--- src/rtl/inst_queue.sv ---
// inst_queue: dual-in/dual-out circular instruction queue sitting between
// fetch and decode. Presents the two oldest entries first-word-fall-through,
// accepts up to two new entries per cycle and retires up to two per cycle.
module inst_queue #(
   parameter int DEPTH  = 8,
   parameter int INST_W = 32,
   parameter int PC_W   = 32,
   parameter int CNT_W  = $clog2(DEPTH + 1)
) (
   input  logic              clk,
   input  logic              rst,
   input  logic              flush,
   input  logic              stop,
   input  logic [INST_W-1:0] in1_inst,
   input  logic [PC_W-1:0]   in1_pc,
   input  logic [PC_W-1:0]   in1_npc,
   input  logic              receive_flag1,
   input  logic [INST_W-1:0] in2_inst,
   input  logic [PC_W-1:0]   in2_pc,
   input  logic [PC_W-1:0]   in2_npc,
   input  logic              receive_flag2,
   output logic [INST_W-1:0] out1_inst,
   output logic [PC_W-1:0]   out1_pc,
   output logic [PC_W-1:0]   out1_npc,
   output logic              sendout_flag1,
   input  logic              launch_flag1,
   output logic [INST_W-1:0] out2_inst,
   output logic [PC_W-1:0]   out2_pc,
   output logic [PC_W-1:0]   out2_npc,
   output logic              sendout_flag2,
   input  logic              launch_flag2,
   output logic              instbuf_full,
   output logic [CNT_W-1:0]  count,
   output logic              overflow_err
);

   localparam int PTR_W = $clog2(DEPTH);
   localparam int WID   = CNT_W + 1;

   logic [INST_W-1:0] mem_inst [DEPTH];
   logic [PC_W-1:0]   mem_pc   [DEPTH];
   logic [PC_W-1:0]   mem_npc  [DEPTH];

   logic [PTR_W-1:0]  head;
   logic [PTR_W-1:0]  tail;
   logic [PTR_W-1:0]  head_plus1;
   logic [PTR_W-1:0]  tail_plus1;
   logic [1:0]        pop;
   logic [1:0]        req;
   logic [1:0]        push;
   logic [WID-1:0]    free;
   logic              drop;
   logic [INST_W-1:0] wr0_inst;
   logic [PC_W-1:0]   wr0_pc;
   logic [PC_W-1:0]   wr0_npc;

   assign head_plus1    = head + PTR_W'(1);
   assign tail_plus1    = tail + PTR_W'(1);
   assign sendout_flag1 = (count != '0);
   assign sendout_flag2 = (count > CNT_W'(1));
   assign instbuf_full  = (WID'(DEPTH) - WID'(count)) < WID'(2);

   // Number of entries decode retires this cycle; lane 2 only retires alongside lane 1.
   always_comb begin
      pop = 2'd0;
      if (!stop) begin
         pop = {1'b0, launch_flag1 & sendout_flag1}
             + {1'b0, launch_flag1 & launch_flag2 & sendout_flag2};
      end
   end

   // Clip the write request to the room left after this cycle's retirements; the younger write is the one lost.
   always_comb begin
      req  = {1'b0, receive_flag1} + {1'b0, receive_flag2};
      free = WID'(DEPTH) - WID'(count) + WID'(pop);
      push = req;
      drop = 1'b0;
      if (WID'(req) > free) begin
         push = free[1:0];
         drop = 1'b1;
      end
   end

   // A lone in2 is compacted into the first free slot so the queue stays gap-free.
   always_comb begin
      wr0_inst = in1_inst;
      wr0_pc   = in1_pc;
      wr0_npc  = in1_npc;
      if (!receive_flag1) begin
         wr0_inst = in2_inst;
         wr0_pc   = in2_pc;
         wr0_npc  = in2_npc;
      end
   end

   // Storage array; contents need no reset because the valid flags mask them.
   always_ff @(posedge clk) begin
      if (!flush) begin
         if (push != 2'd0) begin
            mem_inst[tail] <= wr0_inst;
            mem_pc[tail]   <= wr0_pc;
            mem_npc[tail]  <= wr0_npc;
         end
         if (push == 2'd2) begin
            mem_inst[tail_plus1] <= in2_inst;
            mem_pc[tail_plus1]   <= in2_pc;
            mem_npc[tail_plus1]  <= in2_npc;
         end
      end
   end

   // Pointer and occupancy update; flush wins over any push or pop, but keeps the sticky overflow flag.
   always_ff @(posedge clk or negedge rst) begin
      if (!rst) begin
         head         <= '0;
         tail         <= '0;
         count        <= '0;
         overflow_err <= 1'b0;
      end else if (flush) begin
         head  <= '0;
         tail  <= '0;
         count <= '0;
      end else begin
         head  <= head + PTR_W'(pop);
         tail  <= tail + PTR_W'(push);
         count <= count + CNT_W'(push) - CNT_W'(pop);
         if (drop) overflow_err <= 1'b1;
      end
   end

   // First-word-fall-through outputs, zeroed on any lane that holds no valid entry.
   always_comb begin
      out1_inst = '0;
      out1_pc   = '0;
      out1_npc  = '0;
      out2_inst = '0;
      out2_pc   = '0;
      out2_npc  = '0;
      if (sendout_flag1) begin
         out1_inst = mem_inst[head];
         out1_pc   = mem_pc[head];
         out1_npc  = mem_npc[head];
      end
      if (sendout_flag2) begin
         out2_inst = mem_inst[head_plus1];
         out2_pc   = mem_pc[head_plus1];
         out2_npc  = mem_npc[head_plus1];
      end
   end

endmodule

--- config.mk ---
export PLATFORM = sky130hd
export DESIGN_NAME = inst_queue
export DESIGN_NICKNAME = d
export VERILOG_FILES = /design/src/rtl/inst_queue.sv
export SDC_FILE = /design/constraint.sdc
export NUM_CORES = 2
export LEC_CHECK = 0
export CAP_MARGIN = 20
export CORE_MARGIN = 5
export CORE_UTILIZATION = 53
export CTS_CLUSTER_SIZE = 12
export DETAILED_ROUTE_END_ITERATION = 8
export PLACE_DENSITY = 0.77
export SKIP_CTS_REPAIR_TIMING = 1
export SLEW_MARGIN = 20
export SYNTH_ARGS = -nofsm -noshare
export SYNTH_HDL_FRONTEND = slang
export SYNTH_SLANG_ARGS = --single-unit
--- constraint.sdc ---
create_clock -name clk -period 11.9 [get_ports clk]
set_clock_uncertainty 0.2 [all_clocks]
set_input_delay 2.38 -clock clk [delete_from_list [all_inputs] [get_ports clk]]
set_output_delay 2.38 -clock clk [all_outputs]
set_load 0.02 [all_outputs]
# [Yosys cells after proc, flatten, opt, wreduce, memory -nomap -nowiden]
# Memories as Yosys holds them, arrays and structs flattened.
# Index checks and enable logic that the tools add are counted.
[op_classes] reduce_logical=3 add_sub_neg=10 n_mux=21 n_eq_ne=1 bitwise_logic=4 order_cmp=3
[op_table] op="$mux 32" count=9
[op_table] op="$mux 1" count=7
[op_table] op="$add 3x1->3 const B" count=2
[op_table] op="$add 3x2->3" count=2
[op_table] op="$mux 3" count=2
[op_table] op="$add 5x2->5" count=1
[op_table] op="$gt 2x5->1" count=1
[op_table] op="$lt 5x2->1 const B" count=1
[op_table] op="$sub 4x4->5 const A" count=1
[op_table] op="$add 1x1->2" count=2
[op_table] op="$add 4x2->4" count=1
[op_table] op="$gt 4x1->1 const B" count=1
[op_table] op="$mux 2" count=2
[op_table] op="$mux 4" count=1
[op_table] op="$reduce_bool 4->1" count=1
[op_table] op="$sub 4x2->4" count=1
[op_table] op="$and 1x1->1" count=3
[op_table] op="$eq 2x2->1 const B" count=1
[op_table] op="$reduce_and 2->1" count=1
[op_table] op="$reduce_bool 2->1" count=1
[op_table] op="$not 1->1" count=1
[totals] wordCells=49 ff_bits=11 memories=3 ramBits=768 out_inout_bits=200 in_bits=200
[memory_table] memory="mem_inst" words=8 word_bits=32 read_ports=2 rd_clocked_by_memory_dff=0 wr=2 line_no="40" text="logic [INST_W-1:0] mem_inst [DEPTH];"
[memory_table] memory="mem_npc" words=8 word_bits=32 read_ports=2 rd_clocked_by_memory_dff=0 wr=2 line_no="42" text="logic [PC_W-1:0] mem_npc [DEPTH];"
[memory_table] memory="mem_pc" words=8 word_bits=32 read_ports=2 rd_clocked_by_memory_dff=0 wr=2 line_no="41" text="logic [PC_W-1:0] mem_pc [DEPTH];"

# [Logic depth before layout (Yosys ltp)]
[depth] word_depth=11 depth_mapped=26 depth_no_buf=25

# [Worst setup path after synthesis]
# Ideal clock, no wire load.
[synth_path] kind="input -> register" startpoint="input port launch_flag2" endpoint="memory mem_inst[4][0], enable pin" slack_ns=-0.810 setup_ns=0.693 t_required_ns=11.007 arrival_time_ns=11.818 path_stages=14 path_buffers=0 path_cell_list="and3_1 > ha_1 > nor2b_1 > ha_1 > ha_1 > inv_1 > ha_1 > nor2b_1 > o21ai_0 > a221oi_2 > o221ai_4 > mux2i_1 > nand3b_1 > o31ai_1"
[synth_lines] item="start: declaration" line_no="31" text="input logic launch_flag2,"
[synth_lines] item="end: declaration" line_no="40"

# [Worst setup path in the final report]
[layout_path] startpoint="register head[0]" endpoint="output port out1_npc[13]"
[layout_between] elab_chain_len=2
[layout_rtl] item="start: declaration" line_no="44" text="logic [PTR_W-1:0] head;"
[layout_rtl] item="start signal: assignment" line_no="124" text="head <= head + PTR_W'(pop);"
[layout_rtl] item="$mem_v2 8x32"
[layout_rtl] item="$mux 32" line_no="139" text="if (sendout_flag1) begin"
[layout_rtl] item="end: declaration" line_no="24" text="output logic [PC_W-1:0] out1_npc,"
# Every way passes these cells.

==> reports/results.tsv <==
metric	value	unit
crit path cell chain	buf_4, buf_12, buf_16, mux4_2, mux2i_1, nor2_1, clkdlybuf4s50_1	
number of distinct library cells after synthesis	43	
first-pass GRT wire length	202000	um
Die Y	306	um
H-tree depth	3	
worst-skew pair later-pin latency	0.64	ns
delay of the slowest critical-path stage	1.00	ns
slowest CP cell	dfrtp_4	
Initial Util	53.4	%
area fraction of the dominant cell type after synthesis	49.8	%
Synth area leaders	edfxtp_1 (50%), mux2_2 (21%), mux4_2 (19%), mux2i_1 (2.1%), nand2_1 (1.6%)	
Seq/Total Area, Yosys	50.4	%
critical path startpoint category	register	
most frequent cells in the layout	mux2_2 (860), edfxtp_1 (768), clkdlybuf4s50_1 (398)	
DP HPWL	78400	um
Core Region	86800	um^2
largest net degree at the start of global routing	163	
HP Class	reg -> reg	
Die Wd	306	um
power per cell area	213	nW/um^2
FF-to-FF setup slack	4.31	ns
pins over their slew limit	0	
setup TNS	0	ns
total wire length	135000	um
worst endpoint data arrival time	5.37	ns
synthesized area	46300	um^2
Worst Path Required	9.32	ns
initial antenna violation count	8	
Clock Sink Count	779	
Area Overhead vs Synth	16.8	%
Largest delay share family, worst path	buffers and inverters	
clk buf depth	3	
Ys Warns	0	
FF-to-FF Start	count[0]	
Hold Slack	0.365	ns
clk slew on worst S/H paths	0.06	ns
Hold Path Stages	1	
vias in the first global route	31857	
Setup Viol. Count Final	0	
1st-iter DRT viols	2664	
# DRC	0	
Worst Setup Path Type	reg -> out	
global route total overflow	0	
CTS tree	done	
outcome	finished clean	
Fmax achieved	0.126	GHz
FF-to-FF path depth	20	
std cell rows	108	
Multi-input gate area	22000	um^2
most common cell after layout, fill and taps aside	mux2_2	
worst-path fanout max	111	
total clock buffers created by CTS	86	
CP bufs+invs	4	
die area	93400	um^2
Post-synth ARST share	1.41	%
Most used DFF post-synth	edfxtp_1	
first-pass iteration count of the detailed router	5	
reg2reg end	mem_inst[6][3]	
Post-Synthesis Cells	2871	
Tmin final	7.95	ns
share of cells above drive strength 1	44.3	%
Hold Startpoint	overflow_err	
Global Route Usage Sum	28.5	%
RSZ-0062 raised after global routing	false	
port bufs	399	
final design utilization	62.3	%
Leakage Power	17.3	nW
Pwr Total	11.5	mW
vias	29289	
Hold EP	overflow_err	
detail-routed via count per cell	6.66	
GPL Wtd Cong	0.828	
area leader, netlist	edfxtp_1	
FF+latch area	23300	um^2
Antenna Nets Post-Route	0	
Max Cap Viol	0	
Worst setup EP type	primary output	
Root Buffer	clkbuf_16	
# fillers	6315	
Ports	400	
measured slew at the worst slew-check pin	1.20	ns
Post-synth EDFFs	768	
final worst path period share	66.8	%
flops & latches, synth	779	
Non-Filler Instances	4399	
routed len/inst	30.8	um
relative slew slack	20.0	%
Syn Nets	3094	
Avg Cell Area, Syn	16.1	um^2
fin nets	3393	
Cell Count Post-Placement	4234	
worst vdd rail ir drop	0.235	mV
endpoints failing hold	0	
routing by layer:
| layer | up-vias | global-route usage [%] | share of wire (%) |
|---|---|---|---|
| li1 | 12234 | - | - |
| met1 | 15247 | 36.0 | 36 |
| met2 | 1516 | 48.4 | 50 |
| met3 | 290 | 6.31 | 9.3 |
| met4 | 2 | 11.0 | 4.0 |
| met5 | - | 0 | 0.0074 |
flip-flops by register name, indices dropped and copies added, names as in the netlist:
signal	flops
mem_inst	256
mem_npc	256
mem_pc	256
count	4
head	3
tail	3
overflow_err	1
cells in the mapped netlist (3+ instances only):
master    count
inv_1        17
a21oi_1     101
ha_1         20
nor2b_1       7
xnor2_1       9
xor2_1        3
nand2_1     198
buf_4         3
buf_2        71
mux2_2      860
clkbuf_1    101
o21ai_0       7
nor2_1      108
buf_6         8
fa_1          3
mux2_1        4
mux2i_1      99
o21bai_1      4
dfrtp_1      11
nand3b_1      3
mux4_2      384
buf_1        53
edfxtp_1    768
stage by stage:
| step | cell area (um^2) | setup slack, ns |
|---|---|---|
| after floorplan | 46300 | -0.502 |
| after global placement | 51300 | 3.46 |
| after detailed placement | 51300 | 3.37 |
| after CTS | 54000 | 3.95 |
| after global routing | 54100 | 3.68 |
| final | 54100 | 3.95 |
logic make-up (layout without fill, tap and decap cells):
family,count (synthesis),count (layout),share of synthesized area (%)
AOI/OAI and AO/OA,122,122,1.45
buffers and inverters,253,621,2.40
muxes,1348,1348,41.9
and+or+nand+nor,334,334,2.98
adders and majority gates,23,23,0.670
xor gates and xnor gates,12,12,0.227
other,0,5,0
DFF,779,779,50.4
where the power goes:
part	leakage, nW	switching, mW	internal, mW
sequential	7.09	0.191	3.44
combinational	8.85	2.88	2.46
clock	1.31	1.09	1.48
total	17.3	4.16	7.38
worst max-delay path by stage:
stage | startpoint | to | slack (ns) | cells after the start
6_report | head[0] | out1_npc[13] | 3.95 | 7
5_1_grt | head[0] | out1_npc[14] | 3.68 | 7
4_1_cts | head[0] | out2_inst[20] | 3.95 | 6
3_5_place_dp | launch_flag1 | mem_npc[6][27] | 3.37 | 16
3_3_place_gp | launch_flag2 | mem_npc[6][27] | 3.46 | 16
2_1_floorplan | launch_flag2 | mem_inst[5][0] | -0.50 | 14
final cells by class:
type	count	area share [%]
Sequential cell	779	43.2
Antenna cell	5	0.0231
Clock inverter	47	0.671
Tap cell	1155	2.67
Clock buffer	110	4.28
Inverter	17	0.118
Multi-Input combinational cell	1839	40.8
Timing Repair Buffer	447	8.30
Power figures use the tool's default switching activity.
